## config.mk

```make
export PLATFORM = sky130hd
export DESIGN_NAME = control_unit
export DESIGN_NICKNAME = d
export VERILOG_FILES = /design/src/rtl/control_unit.sv
export SDC_FILE = /design/constraint.sdc
export NUM_CORES = 1
export LEC_CHECK = 0
export BUFFER_PORTS_ARGS = -buffer_cell sky130_fd_sc_hd__buf_2
export CAP_MARGIN = 30
export CORE_MARGIN = 4
export CORE_UTILIZATION = 48
export CTS_BUF_LIST = sky130_fd_sc_hd__clkbuf_8 sky130_fd_sc_hd__clkbuf_16
export CTS_CLUSTER_SIZE = 40
export DETAILED_ROUTE_END_ITERATION = 7
export PLACE_DENSITY = 0.81
export REMOVE_ABC_BUFFERS = 1
export SLEW_MARGIN = 20
export SYNTH_ARGS = -nofsm -noshare
export SYNTH_HDL_FRONTEND = slang
export SYNTH_SLANG_ARGS = --single-unit
export TNS_END_PERCENT = 5
```

## constraint.sdc

```tcl
create_clock -name clkg -period 3.5 [get_ports clkg]
set_clock_uncertainty 0.1 [all_clocks]
set_input_delay 0.7 -clock clkg [delete_from_list [all_inputs] [get_ports clkg]]
set_output_delay 0.7 -clock clkg [all_outputs]
set_load 0.02 [all_outputs]
```

## src/rtl/control_unit.sv

```systemverilog
// Multi-cycle instruction sequencer: fetch/decode/execute FSM driving the datapath,
// return stack, data bus and interrupt handshake.
module control_unit #(
    parameter logic INT_EN_RST = 1'b0
) (
    input  logic       clkg,
    input  logic       rst,
    input  logic [6:0] op_i,
    input  logic [2:0] func_i,
    input  logic       alu_z_i,
    input  logic       alu_c_i,
    input  logic       inst_ack_i,
    input  logic       data_ack_i,
    input  logic       int_req_i,
    output logic       inst_stb_o,
    output logic       ir_we_o,
    output logic       pc_en_o,
    output logic [2:0] pc_sel_o,
    output logic       stack_push_o,
    output logic       stack_pop_o,
    output logic [3:0] alu_fn_o,
    output logic       alu_imm_o,
    output logic       data_stb_o,
    output logic       data_we_o,
    output logic       port_o,
    output logic       reg_we_o,
    output logic       int_ack_o
);

    typedef enum logic [2:0] {
        S_FETCH, S_DECODE, S_EXECUTE, S_MEM, S_WRITEBACK, S_WAIT, S_INT
    } state_t;

    state_t state, state_next;

    logic z_flag, c_flag, z_saved, c_saved, int_en;
    logic flag_load, flag_save, flag_restore, int_en_set, int_en_clr, goto_fetch;

    logic is_alui, is_shift, is_mem, is_alur, is_jump, is_branch, is_misc, br_taken;

    assign is_alui   = ~op_i[6];
    assign is_shift  = (op_i[6:4] == 3'b110);
    assign is_mem    = (op_i[6:5] == 2'b10);
    assign is_alur   = (op_i[6:3] == 4'b1110);
    assign is_jump   = (op_i[6:2] == 5'b11110);
    assign is_branch = (op_i[6:1] == 6'b111110);
    assign is_misc   = (op_i == 7'b1111110);

    // func_i[1] picks the flag, func_i[0] inverts it (bz, bnz, bc, bnc)
    assign br_taken = func_i[1] ? (c_flag ^ func_i[0]) : (z_flag ^ func_i[0]);

    always_ff @(posedge clkg or posedge rst) begin
        if (rst) state <= S_FETCH;
        else     state <= state_next;
    end

    always_comb begin
        state_next   = state;
        inst_stb_o   = 1'b0;
        ir_we_o      = 1'b0;
        pc_en_o      = 1'b0;
        pc_sel_o     = 3'b000;
        stack_push_o = 1'b0;
        stack_pop_o  = 1'b0;
        alu_fn_o     = 4'b0000;
        alu_imm_o    = 1'b0;
        data_stb_o   = 1'b0;
        data_we_o    = 1'b0;
        port_o       = 1'b0;
        reg_we_o     = 1'b0;
        int_ack_o    = 1'b0;
        flag_load    = 1'b0;
        flag_save    = 1'b0;
        flag_restore = 1'b0;
        int_en_set   = 1'b0;
        int_en_clr   = 1'b0;
        goto_fetch   = 1'b0;

        // Outputs are held low for the whole reset pulse, not just after it
        if (!rst) begin
            case (state)
                S_FETCH: begin
                    inst_stb_o = 1'b1;
                    if (inst_ack_i) begin
                        ir_we_o    = 1'b1;
                        pc_en_o    = 1'b1;
                        state_next = S_DECODE;
                    end
                end
                S_DECODE: state_next = S_EXECUTE;
                S_EXECUTE: begin
                    if (is_alui || is_alur || is_shift) begin
                        alu_fn_o   = {is_shift, func_i};
                        alu_imm_o  = is_alui | is_shift;
                        flag_load  = 1'b1;
                        state_next = S_WRITEBACK;
                    end else if (is_mem) begin
                        alu_imm_o  = 1'b1;
                        state_next = S_MEM;
                    end else if (is_branch) begin
                        pc_en_o    = br_taken;
                        pc_sel_o   = br_taken ? 3'b001 : 3'b000;
                        goto_fetch = 1'b1;
                    end else if (is_jump) begin
                        pc_en_o      = 1'b1;
                        pc_sel_o     = 3'b010;
                        stack_push_o = func_i[2];
                        goto_fetch   = 1'b1;
                    end else if (is_misc) begin
                        case (func_i)
                            3'b000, 3'b001: begin
                                stack_pop_o  = 1'b1;
                                pc_en_o      = 1'b1;
                                pc_sel_o     = 3'b011;
                                flag_restore = func_i[0];
                                int_en_set   = func_i[0];
                                goto_fetch   = 1'b1;
                            end
                            3'b010: begin
                                int_en_set = 1'b1;
                                goto_fetch = 1'b1;
                            end
                            3'b011: begin
                                int_en_clr = 1'b1;
                                goto_fetch = 1'b1;
                            end
                            3'b100, 3'b101: state_next = S_WAIT;
                            default: goto_fetch = 1'b1;
                        endcase
                    end else begin
                        goto_fetch = 1'b1;
                    end
                end
                S_MEM: begin
                    data_stb_o = 1'b1;
                    data_we_o  = op_i[3];
                    port_o     = op_i[4];
                    if (data_ack_i) begin
                        if (op_i[3]) goto_fetch = 1'b1;
                        else         state_next = S_WRITEBACK;
                    end
                end
                S_WRITEBACK: begin
                    reg_we_o   = 1'b1;
                    goto_fetch = 1'b1;
                end
                S_WAIT: begin
                    if (int_en && int_req_i) state_next = S_INT;
                end
                S_INT: begin
                    int_ack_o    = 1'b1;
                    stack_push_o = 1'b1;
                    pc_en_o      = 1'b1;
                    pc_sel_o     = 3'b100;
                    flag_save    = 1'b1;
                    int_en_clr   = 1'b1;
                    state_next   = S_FETCH;
                end
                default: state_next = S_FETCH;
            endcase

            // INT itself returns straight to FETCH so a held request cannot re-enter it
            if (goto_fetch) state_next = (int_en && int_req_i) ? S_INT : S_FETCH;
        end
    end

    always_ff @(posedge clkg or posedge rst) begin
        if (rst) begin
            z_flag  <= 1'b0;
            c_flag  <= 1'b0;
            z_saved <= 1'b0;
            c_saved <= 1'b0;
            int_en  <= INT_EN_RST;
        end else begin
            if (flag_load) begin
                z_flag <= alu_z_i;
                c_flag <= alu_c_i;
            end else if (flag_restore) begin
                z_flag <= z_saved;
                c_flag <= c_saved;
            end
            if (flag_save) begin
                z_saved <= z_flag;
                c_saved <= c_flag;
            end
            if (int_en_set)      int_en <= 1'b1;
            else if (int_en_clr) int_en <= 1'b0;
        end
    end

endmodule

```

# After elaboration in Yosys (flattened, before gate mapping)
# Cells that the tools add are included.
[totals] register_bits=8 latchBits=0 ramBits=0 rom_bits=0 word_cells=155 memories=0
[classes] addsub=0 multipliers=0 n_div=0 order_cmp=0 eq_ne=26 shifts=0 mux=108 n_bitwise=5 reduce_logical=10
[ops] op="$mux W1" n=79
[ops] op="$mux W3" n=13
[ops] op="$eq A3 B3 Y1 const B" n=6
[ops] op="$pmux W3 S6" n=1
[ops] op="$ne A5 B5 Y1 const B" n=3
[ops] op="$eq A3 B2 Y1 const B" n=4
[ops] op="$mux W2" n=6
[ops] op="$mux W4" n=3
[ops] op="$ne A3 B3 Y1 const B" n=4
[ops] op="$reduce_and A10 Y1" n=1
[ops] op="$eq A7 B7 Y1 const B" n=1
[ops] op="$eq A3 B1 Y1 const B" n=2
[ops] op="$eq A6 B6 Y1 const B" n=1
[ops] op="$logic_not A3 Y1" n=2
[ops] op="$pmux W1 S2" n=3
[ops] op="$pmux W1 S3" n=2
[ops] op="$pmux W3 S2" n=1
[ops] op="$eq A5 B5 Y1 const B" n=1
[ops] op="$ne A5 B4 Y1 const B" n=1
[ops] op="$eq A4 B4 Y1 const B" n=1
[ops] op="$reduce_bool A2 Y1" n=2
[ops] op="$reduce_or A2 Y1" n=2
[ops] op="$eq A2 B2 Y1 const B" n=1
[ops] op="$logic_or A1 B1 Y1" n=2
[ops] op="5 further kinds" n=7

# Logic depth before layout (Yosys ltp)
# Gate-level depths: netlist of the first run.
[logic_depth] depth_word=12 depth_mapped=6 depth_no_buf=5

# Worst setup path after synthesis of the first run
# OpenSTA, ideal clock, no wires.
[synth_path] path_kind="input-to-output" start="input func_i[1]" end="output pc_en_o" arrival_time_ps=2644 required_time_ps=2700 setup_slack_ps=56 stages=5 n_path_buf=1 path_cell_list="clkbuf_1 -> o41a_1 -> o21ai_0 -> o311ai_0 -> a2111oi_0"
[synth_via] elab_chain_cells=10 elab_cells_between_ends=12 classes_between="eq/ne (1); mux (9); reduce/logical (2)"
[synth_lines] element="start: declaration" line="9" rtl="input logic [2:0] func_i,"
[synth_lines] element="$eq A3 B1 Y1 or $logic_not A3 Y1 (tied branches)" line="110" rtl="case (func_i)"
[synth_lines] element="$reduce_or A2 Y1" line="110"
[synth_lines] element="$mux W1" line="110"
[synth_lines] element="$mux W1" line="109" rtl="end else if (is_misc) begin"
[synth_lines] element="$mux W1" line="104" rtl="end else if (is_jump) begin"
[synth_lines] element="$mux W1 (*)" line="100" rtl="end else if (is_branch) begin"
[synth_lines] element="$mux W1 (*)" line="97" rtl="end else if (is_mem) begin"
[synth_lines] element="$mux W1 (*)" line="92" rtl="if (is_alui || is_alur || is_shift) begin"
[synth_lines] element="$pmux W1 S3 (*)" line="81" rtl="case (state)"
[synth_lines] element="$mux W1 (*)" line="80" rtl="if (!rst) begin"
[synth_lines] element="end: declaration" line="17" rtl="output logic pc_en_o,"
# Every way passes the cells marked *; elsewhere a longest branch is shown, timed or not.

# Worst setup path after layout of the first run
[layout_path] start="input op_i[3]" end="output pc_en_o"
[layout_via] elab_chain_cells=8 elab_cells_between_ends=13 classes_between="eq/ne (4); mux (7); reduce/logical (2)"
[layout_lines] element="start: declaration" line="8" rtl="input logic [6:0] op_i,"
[layout_lines] element="$eq A7 B7 Y1" line="47" rtl="assign is_misc = (op_i == 7'b1111110);"
[layout_lines] element="$mux W1" line="109"
[layout_lines] element="$mux W1" line="104"
[layout_lines] element="$mux W1" line="100"
[layout_lines] element="$mux W1" line="97"
[layout_lines] element="$mux W1 (*)" line="92"
[layout_lines] element="$pmux W1 S3 (*)" line="81"
[layout_lines] element="$mux W1 (*)" line="80"
# Marked as above.

==> results of run 1 <==
## critical path: cells and delay by family
| family | cells | cell delay (ps) |
|---|---|---|
| AOI/OAI and AO/OA | 2 | 600 |
| and+or+nand+nor | 2 | 540 |
| buffers and inverters | 2 | 390 |
## report_power, final
| group | switching, uW | total [uW] | leakage [uW] | internal [uW] |
|---|---|---|---|---|
| logic | 219 | 385 | 0.000398 | 166 |
| registers | 50.0 | 181 | 0.000101 | 131 |
| clock network | 35.7 | 110 | 0.0000216 | 74.4 |
| total | 304 | 676 | 0.000521 | 372 |
## cell usage in the layout (no fill, tap or decap), types with 2 or more instances in the layout
cell type	netlist	layout
nor3b_1	3	3
mux2i_1	4	4
nor3_1	6	6
and2_1	7	7
mux2_2	2	2
o31ai_1	2	2
o21ai_0	5	5
nand2_1	14	14
xnor2_1	2	2
nand2b_1	3	3
inv_1	5	5
buf_2	0	34
dfrtp_1	8	8
clkbuf_8	0	3
a21oi_1	9	9
nor2_1	7	7
## sequential cells by signal, indices dropped and copies added, names as in the netlist
| name | cells |
|---|---|
| c_saved | 1 |
| state | 3 |
| c_flag | 1 |
| z_flag | 1 |
| z_saved | 1 |
| int_en | 1 |
## per-layer routing
metal / vias to the layer above / GRT usage, % / wire [um]
li1: 458 / - / -
met1: 422 / 24.2 / 986
met2: 31 / 30.2 / 1010
met3: 2 / 4.22 / 152
met4: 0 / 7.37 / 13
met5: - / 0 / 0
## layout make-up
class                   count  area, sq um
inverters                   5         18.8
multi-input cells          89          579
flip-flops and latches      8          200
clock buffers               3         41.3
repair buffers             35          178
well taps                  16         20.0
fillers                   145          539
## path summary, 6_finish.rpt
kind                                 to  slack (ps)
max in group asynchronous       c_saved        2640
worst min register to register  z_saved         410
min in group asynchronous       z_saved         420
worst max-delay path            pc_en_o         460
worst max register to register   c_flag        1300
worst min-delay path            z_saved         410
## cells by family after synthesis
group	after synthesis
compound gates	28
xor+xnor	2
buf+inv	11
flops	8
mux	6
simple gates	53
## stage by stage
| stage | setup slack, ps | std cells | cell area [sq um] |
|---|---|---|---|
| after global placement | 470 | 153 | 996 |
| after global routing | 335 | 156 | 1040 |
| final | 461 | 156 | 1040 |
| after CTS | 459 | 156 | 1040 |
| after floorplan | 227 | 102 | 798 |
| after detailed placement | 494 | 153 | 996 |
==> impl_metrics.py, run 1 <==
metrics = {
    "status": {
        "status": "complete, no violations",
    },
    "clocking": {
        "cts_resized": 0,
        "cts_made_buffers": 3,
        "cts_tree": "built",
        "clockBufferDepth": 2,
        "cts.clk_slew.worst_paths_ps": 40,
        "clock_latency_ps": 230,
        "cts_max_level": 1,
        "cts_num_sinks": 8,
        "cts_root_buffer": "clkbuf_8",
        "cts_hold_buf": 0,
        "post-cts-setup-buffers": 0,
    },
    "timing": {
        "whs_ps": 405,
        "slew_violations": 0,
        "setup_viol": 0,
        "min_period_ps": 3040,
        "grt_setup_unrepaired": "false",
        "timing.final.crit_share_pct": 86.8,
        "setup_tns_ps": 0,
        "hold_viol_final": 0,
        "worst_pin_slew_ps": 469,
        "fmax_mhz": 329,
        "maxSlewHeadroom_pct": 68.8,
    },
    "yosys": {
        "synth.avg_cell_area_sq_um": 7.67,
        "yosys-top-cells-count": "14 x nand2_1, 9 x a21oi_1, 8 x dfrtp_1",
        "synth_compound_gate_area_share_pct": 23.1,
        "synth_area_sq_um": 828,
        "netlist_instances": 108,
        "yosys_warnings": 0,
        "async_flop_share_pct": 100,
        "synth_top_cell_by_area": "dfrtp_1",
        "synthAdderAreaFrac_pct": 0,
        "ys.flop_type": "dfrtp_1",
        "synth_area_leaders": "dfrtp_1 24%, nand2_1 6.3%, a21oi_1 5.4%, and2_1 5.3%, mux2i_1 4.8%",
        "synthMuxAreaShare_pct": 7.55,
        "synth_top_family_by_area": "simple AND/OR/NAND/NOR gates",
        "ys_seq_area_share_pct": 24.2,
        "synthXorXnorAreaFrac_pct": 2.11,
        "yosysMostFrequentCell": "nand2_1",
        "ys_ff_latch": 8,
        "synth_top_area_share_pct": 24.2,
        "synth-simple-area-share_pct": 37.2,
        "synth-edff-count": 0,
        "synth_cell_type_count": 41,
    },
    "floorplanning": {
        "die_w_um": 49.5,
        "die_area_sq_um": 2450,
        "fp.dieH_um": 49.5,
        "core-area_sq_um": 1580,
        "start_util_pct": 52.5,
        "num_rows": 14,
        "io_pins": 35,
    },
    "place": {
        "dp_hpwl_um": 1700,
        "gp_congestion": 0.853,
        "io_buffers": 34,
    },
    "setup_path": {
        "r2r_start": "state[0]",
        "cp.required_ps": 2700,
        "slowest_delay_ps": 380,
        "critPathSlowestCell": "a2111oi_0",
        "reg2reg_depth": 5,
        "path_class": "in -> out",
        "crit_path_frequent_cell": "buf_2",
        "crit_path_start_kind": "input port",
        "arrival_ps": 2240,
        "crit_path_end_kind": "primary output",
        "path_max_fanout": 8,
        "crit_chain": "buf_2 > nand4_1 > nor3_1 > o311ai_0 > a2111oi_0 > buf_2",
        "startpoint": "op_i[3]",
    },
    "finish": {
        "antennaDiodeCount": 0,
        "fin_nets": 159,
        "utilization_pct": 65.8,
        "syn_to_final_growth_pct": 25.2,
        "drive_gt1_share_pct": 32.9,
    },
    "drt": {
        "first_pass_iters": 4,
        "postRouteAntennaNets": 0,
        "first_iter_violations": 22,
        "wl_per_cell_um": 13.9,
        "viasPerCell": 5.85,
        "finalWirelength_um": 2160,
        "drc_errors": 0,
        "num_vias": 913,
    },
    "grt": {
        "antenna_found_initial": 0,
        "grt_usage_pct": 18.8,
        "grt_max_degree": 18,
        "grt_first_pass_wirelength_um": 3670,
        "overflow": 0,
        "first_global_vias": 818,
    },
    "power": {
        "power.density_nw_per_um2": 652,
        "power_uw": 676,
        "p_leak_uw": 0.000521,
        "ir_worst_vdd_uv": 511,
    },
    "job": {
        "drv_cap": 0,
    },
    "worst_hold_path": {
        "worstHoldPathCells": 1,
        "worstHoldPathType": "reg -> reg",
        "min_from": "z_saved",
    },
}
(Power assumes the default switching activity.)
==> run 2: changes to the inputs <==
--- a/config.mk
+++ b/config.mk
@@ -7,12 +7,12 @@
 export LEC_CHECK = 0
 export BUFFER_PORTS_ARGS = -buffer_cell sky130_fd_sc_hd__buf_2
 export CAP_MARGIN = 30
-export CORE_MARGIN = 4
 export CORE_UTILIZATION = 48
 export CTS_BUF_LIST = sky130_fd_sc_hd__clkbuf_8 sky130_fd_sc_hd__clkbuf_16
 export CTS_CLUSTER_SIZE = 40
 export DETAILED_ROUTE_END_ITERATION = 7
 export PLACE_DENSITY = 0.81
+export RECOVER_POWER = 100
 export REMOVE_ABC_BUFFERS = 1
 export SLEW_MARGIN = 20
 export SYNTH_ARGS = -nofsm -noshare
==> impl_metrics.py, run 2 (synthesized netlist as in run 1, its figures left out) <==
metrics = {
    "status": {
        "status": "finished with violations",
        "violations": "design-rule violations",
    },
    "clocking": {
        "cts_num_sinks": 8,
        "cts_resized": 0,
        "cts_root_buffer": "clkbuf_8",
        "cts_hold_buf": 0,
        "cts.clk_slew.worst_paths_ps": 40,
        "cts_made_buffers": 3,
        "clockBufferDepth": 2,
        "cts_tree": "built",
        "clock_latency_ps": 220,
        "cts_max_level": 1,
        "post-cts-setup-buffers": 0,
    },
    "floorplanning": {
        "die_w_um": 43.5,
        "num_rows": 14,
        "fp.dieH_um": 43.5,
        "start_util_pct": 53.1,
        "die_area_sq_um": 1900,
        "core-area_sq_um": 1560,
        "io_pins": 35,
    },
    "finish": {
        "largest_reg_flops": 3,
        "antennaDiodeCount": 0,
        "final_cell_mix": "19 x buf_2, 15 x clkbuf_1, 14 x nand2_1",
        "regMostFlops": "state",
        "fillers": 159,
        "final_common_cell": "buf_2",
        "fin_nets": 158,
        "drive_gt1_share_pct": 18.7,
        "utilization_pct": 63.6,
        "syn_to_final_growth_pct": 19.8,
    },
    "place": {
        "gp_congestion": 0.958,
        "post-place-ws_ps": 463,
        "dp_hpwl_um": 1530,
        "io_buffers": 34,
    },
    "power": {
        "p_switching_uw": 285,
        "switching_share_pct": 44.9,
        "power_uw": 636,
        "power.density_nw_per_um2": 641,
        "clkPwrFrac_pct": 16.5,
        "seqPwrFrac_pct": 31.1,
        "ir_worst_vdd_uv": 548,
        "p_leak_uw": 0.000440,
        "combPwrFrac_pct": 52.4,
        "internal_power_uw": 351,
    },
    "drt": {
        "postRouteAntennaNets": 0,
        "first_pass_iters": 6,
        "first_iter_violations": 35,
        "wl_per_cell_um": 12.5,
        "finalWirelength_um": 1940,
        "drc_errors": 10,
        "num_vias": 901,
        "viasPerCell": 5.81,
    },
    "timing": {
        "grt_setup_unrepaired": "false",
        "fmax_mhz": 318,
        "timing.final.crit_share_pct": 89.9,
        "finalWorstSetupSlack_ps": 353,
        "maxSlewHeadroom_pct": 57.7,
        "slew_violations": 0,
        "setup_viol": 0,
        "hold_viol_final": 0,
        "min_period_ps": 3150,
        "setup_tns_ps": 0,
        "worst_pin_slew_ps": 635,
    },
    "grt": {
        "overflow": 0,
        "grt_first_pass_wirelength_um": 3150,
        "first_global_vias": 749,
        "grt_usage_pct": 21.7,
        "antenna_found_initial": 0,
        "grt_max_degree": 22,
    },
    "setup_path": {
        "path_class": "in -> out",
        "arrival_ps": 2350,
        "slowest_delay_ps": 610,
        "worst-path-buf-inv": 2,
        "critPathSlowestCell": "or4b_1",
        "path_max_fanout": 12,
        "cp.required_ps": 2700,
        "crit_chain": "clkbuf_1 > or4b_1 > a21oi_1 > and2_1 > clkbuf_1",
        "crit_path_end_kind": "primary output",
        "crit_path_frequent_cell": "clkbuf_1",
        "r2r_slack_ps": 1090,
        "crit_family": "simple AND/OR/NAND/NOR gates",
        "crit_path_start_kind": "input port",
    },
    "job": {
        "drv_cap": 0,
    },
    "worst_hold_path": {
        "worstHoldPathType": "reg -> reg",
    },
}
## run 2: routing by layer
layer / vias up / GRT usage [%] / part of all wire [%]
li1: 460 / - / -
met3: 4 / 4.17 / 6.3
met1: 402 / 29.8 / 46
met4: 0 / 11.3 / 1.4
met5: - / 0 / 0
met2: 35 / 32.2 / 46
## run 2: stage by stage
| stage | hold WS (ps) | instance area (sq um) | cells |
|---|---|---|---|
| finish | 410 | 992 | 155 |
| floorplan | 378 | 798 | 102 |
| global placement | 397 | 988 | 152 |
| CTS | 414 | 1030 | 155 |
| detailed placement | 405 | 988 | 152 |
| global route | 430 | 992 | 155 |
## run 2: path summary, 6_finish.rpt
| path | from | to | cells after the start |
|---|---|---|---|
| max reg2reg | state[2] | z_flag | 5 |
| min in group asynchronous | rst | z_flag | 2 |
| min reg2reg | z_saved | z_saved | 1 |
| min | z_saved | z_saved | 1 |
| max | rst | alu_fn_o[2] | 5 |
| max in group asynchronous | rst | state[0] | 2 |
## run 2: final cells by class
type                            instances  area, sq um  share of cell area, %
Sequential cell                         8          200                   20.2
Timing Repair Buffer                   34          151                   15.3
Multi-Input combinational cell         89          561                   56.5
Tap cell                               16         20.0                   2.02
Inverter                                5         18.8                   1.89
Clock buffer                            3         41.3                   4.16
## run 2: worst reg2reg max path: stages (launching register included)
cell	delay, ps
dfrtp_1	570
or4b_1	680
or2_0	300
or3_4	370
mux2i_1	150
o21ai_0	100
## run 2: power groups by stage
stage	Sequential, uW	Clock (uW)	Combinational (uW)
2_1_floorplan	184	0	264
5_1_grt	208	113	368
3_5_place_dp	199	0	347
4_1_cts	199	109	348
6_report	198	105	333
3_3_place_gp	199	0	341
==> run 3: changes to the inputs <==
--- a/config.mk
+++ b/config.mk
@@ -7,6 +7,7 @@
 export LEC_CHECK = 0
 export BUFFER_PORTS_ARGS = -buffer_cell sky130_fd_sc_hd__buf_2
 export CAP_MARGIN = 30
+export CORE_MARGIN = 1
 export CORE_UTILIZATION = 48
 export CTS_BUF_LIST = sky130_fd_sc_hd__clkbuf_8 sky130_fd_sc_hd__clkbuf_16
 export CTS_CLUSTER_SIZE = 40
@@ -14,7 +15,7 @@
 export PLACE_DENSITY = 0.81
 export RECOVER_POWER = 100
 export REMOVE_ABC_BUFFERS = 1
-export SLEW_MARGIN = 20
+export SLEW_MARGIN = 5
 export SYNTH_ARGS = -nofsm -noshare
 export SYNTH_HDL_FRONTEND = slang
 export SYNTH_SLANG_ARGS = --single-unit
==> constraint.sdc (replaced) <==
create_clock -name clkg -period 3.5 [get_ports clkg]
set_clock_uncertainty 0.1 [all_clocks]
set_input_delay 0.7 -clock clkg [delete_from_list [all_inputs] [get_ports clkg]]
set_output_delay 0.7 -clock clkg [all_outputs]
set_load 0.005 [all_outputs]
==> impl_metrics.py, run 3 (synthesized netlist as in run 1, its figures left out) <==
metrics = {
    "status": {
        "status": "finished with violations",
        "violations": "design-rule violations",
    },
    "setup_path": {
        "worst-path-buf-inv": 2,
        "crit_chain": "clkbuf_1 > or4b_1 > a21oi_1 > and2_0 > buf_2",
        "arrival_ps": 2270,
        "r2r_slack_ps": 1120,
        "critPathSlowestCell": "or4b_1",
        "slowest_delay_ps": 610,
        "cp.required_ps": 2700,
        "crit_family": "simple AND/OR/NAND/NOR gates",
        "path_class": "in -> out",
        "crit_path_start_kind": "input port",
        "path_max_fanout": 12,
        "crit_path_end_kind": "primary output",
    },
    "clocking": {
        "cts_num_sinks": 8,
        "cts.clk_slew.worst_paths_ps": 40,
        "cts_tree": "built",
        "post-cts-setup-buffers": 0,
        "clock_latency_ps": 220,
        "clockBufferDepth": 2,
        "cts_resized": 0,
        "cts_made_buffers": 3,
        "cts_hold_buf": 0,
        "cts_max_level": 1,
        "cts_root_buffer": "clkbuf_8",
    },
    "drt": {
        "finalWirelength_um": 1970,
        "wl_per_cell_um": 12.7,
        "drc_errors": 10,
        "first_iter_violations": 42,
        "postRouteAntennaNets": 0,
        "first_pass_iters": 7,
        "num_vias": 914,
        "viasPerCell": 5.90,
    },
    "finish": {
        "fillers": 145,
        "largest_reg_flops": 3,
        "final_cell_mix": "20 x buf_2, 14 x nand2_1, 10 x clkbuf_1",
        "final_cells": 155,
        "regMostFlops": "state",
        "drive_gt1_share_pct": 22.3,
        "syn_to_final_growth_pct": 20.5,
        "ff_latch_area_sq_um": 200,
        "fin_nets": 158,
        "final_common_cell": "buf_2",
        "antennaDiodeCount": 0,
        "multi_input_area_sq_um": 561,
    },
    "timing": {
        "worst_pin_slew_ps": 622,
        "slew_violations": 0,
        "setup_viol": 0,
        "maxSlewHeadroom_pct": 58.5,
        "timing.final.crit_share_pct": 87.6,
        "hold_viol_final": 0,
        "min_period_ps": 3070,
        "grt_setup_unrepaired": "false",
        "fmax_mhz": 326,
        "setup_tns_ps": 0,
    },
    "power": {
        "internal_power_uw": 351,
        "seqPwrFrac_pct": 33.1,
        "ir_worst_vdd_uv": 594,
        "p_switching_uw": 252,
        "p_leak_uw": 0.000459,
        "switching_share_pct": 41.8,
        "combPwrFrac_pct": 49.5,
        "clkPwrFrac_pct": 17.4,
        "power.density_nw_per_um2": 604,
    },
    "floorplanning": {
        "fp.dieH_um": 43.5,
        "die_area_sq_um": 1900,
        "die_w_um": 43.5,
        "io_pins": 35,
        "num_rows": 14,
        "core-area_sq_um": 1560,
        "start_util_pct": 53.1,
    },
    "worst_hold_path": {
        "worstHoldPathType": "reg -> reg",
    },
    "grt": {
        "grt_usage_pct": 21.6,
        "overflow": 0,
        "grt_first_pass_wirelength_um": 3120,
        "first_global_vias": 743,
        "grt_max_degree": 22,
        "antenna_found_initial": 0,
    },
    "place": {
        "io_buffers": 34,
        "dp_hpwl_um": 1560,
        "dp.cells": 152,
        "gp_congestion": 0.956,
    },
    "job": {
        "drv_cap": 0,
    },
}
-- run 3: path summary, 6_finish.rpt --
kind	end	startpoint	depth (start not counted)
worst max-delay path	alu_fn_o[1]	rst	5
worst min-delay path	z_saved	z_saved	1
worst max register to register	z_flag	state[2]	5
worst min register to register	z_saved	z_saved	1
max in group asynchronous	state[0]	rst	2
min in group asynchronous	z_flag	rst	2
-- run 3: worst reg2reg max path, cell delays in order (launching register included) --
cell     delay [ps]
dfrtp_1         570
or4b_1          670
or2_0           290
or3_4           370
mux2i_1         150
o21ai_0          90
-- run 3: area by class of cell --
class	count	share of cell area [%]
well taps	16	2.01
inverters	5	1.88
multi-input cells	89	56.1
clock buffers	3	4.14
flip-flops and latches	8	20.1
repair buffers	34	15.8
-- run 3: through the flow --
step | hold WS, ps | utilization, % | power [uW] | setup slack, ps | cell area, sq um
global placement | 397 | 63.4 | 502 | 560 | 988
global route | 430 | 64.0 | 652 | 218 | 998
detailed placement | 405 | 63.4 | 512 | 532 | 988
finish | 410 | 64.0 | 603 | 434 | 998
CTS | 414 | 66.1 | 621 | 515 | 1030
floorplan | 378 | - | 410 | 896 | 798
-- run 3: layer usage --
layer / up-vias / global-route usage [%] / wire, um
li1: 456 / - / -
met1: 410 / 29.8 / 934
met2: 44 / 31.3 / 868
met3: 4 / 4.17 / 144
met4: 0 / 12.5 / 19
met5: - / 0 / 0
-- run 3: power by group through the flow --
stage               Sequential (uW)  Combinational [uW]  Clock [uW]
floorplan                       184                 227           0
global placement                200                 303           0
detailed placement              201                 311           0
CTS                             200                 312         109
global route                    209                 331         113
finish                          199                 298         105
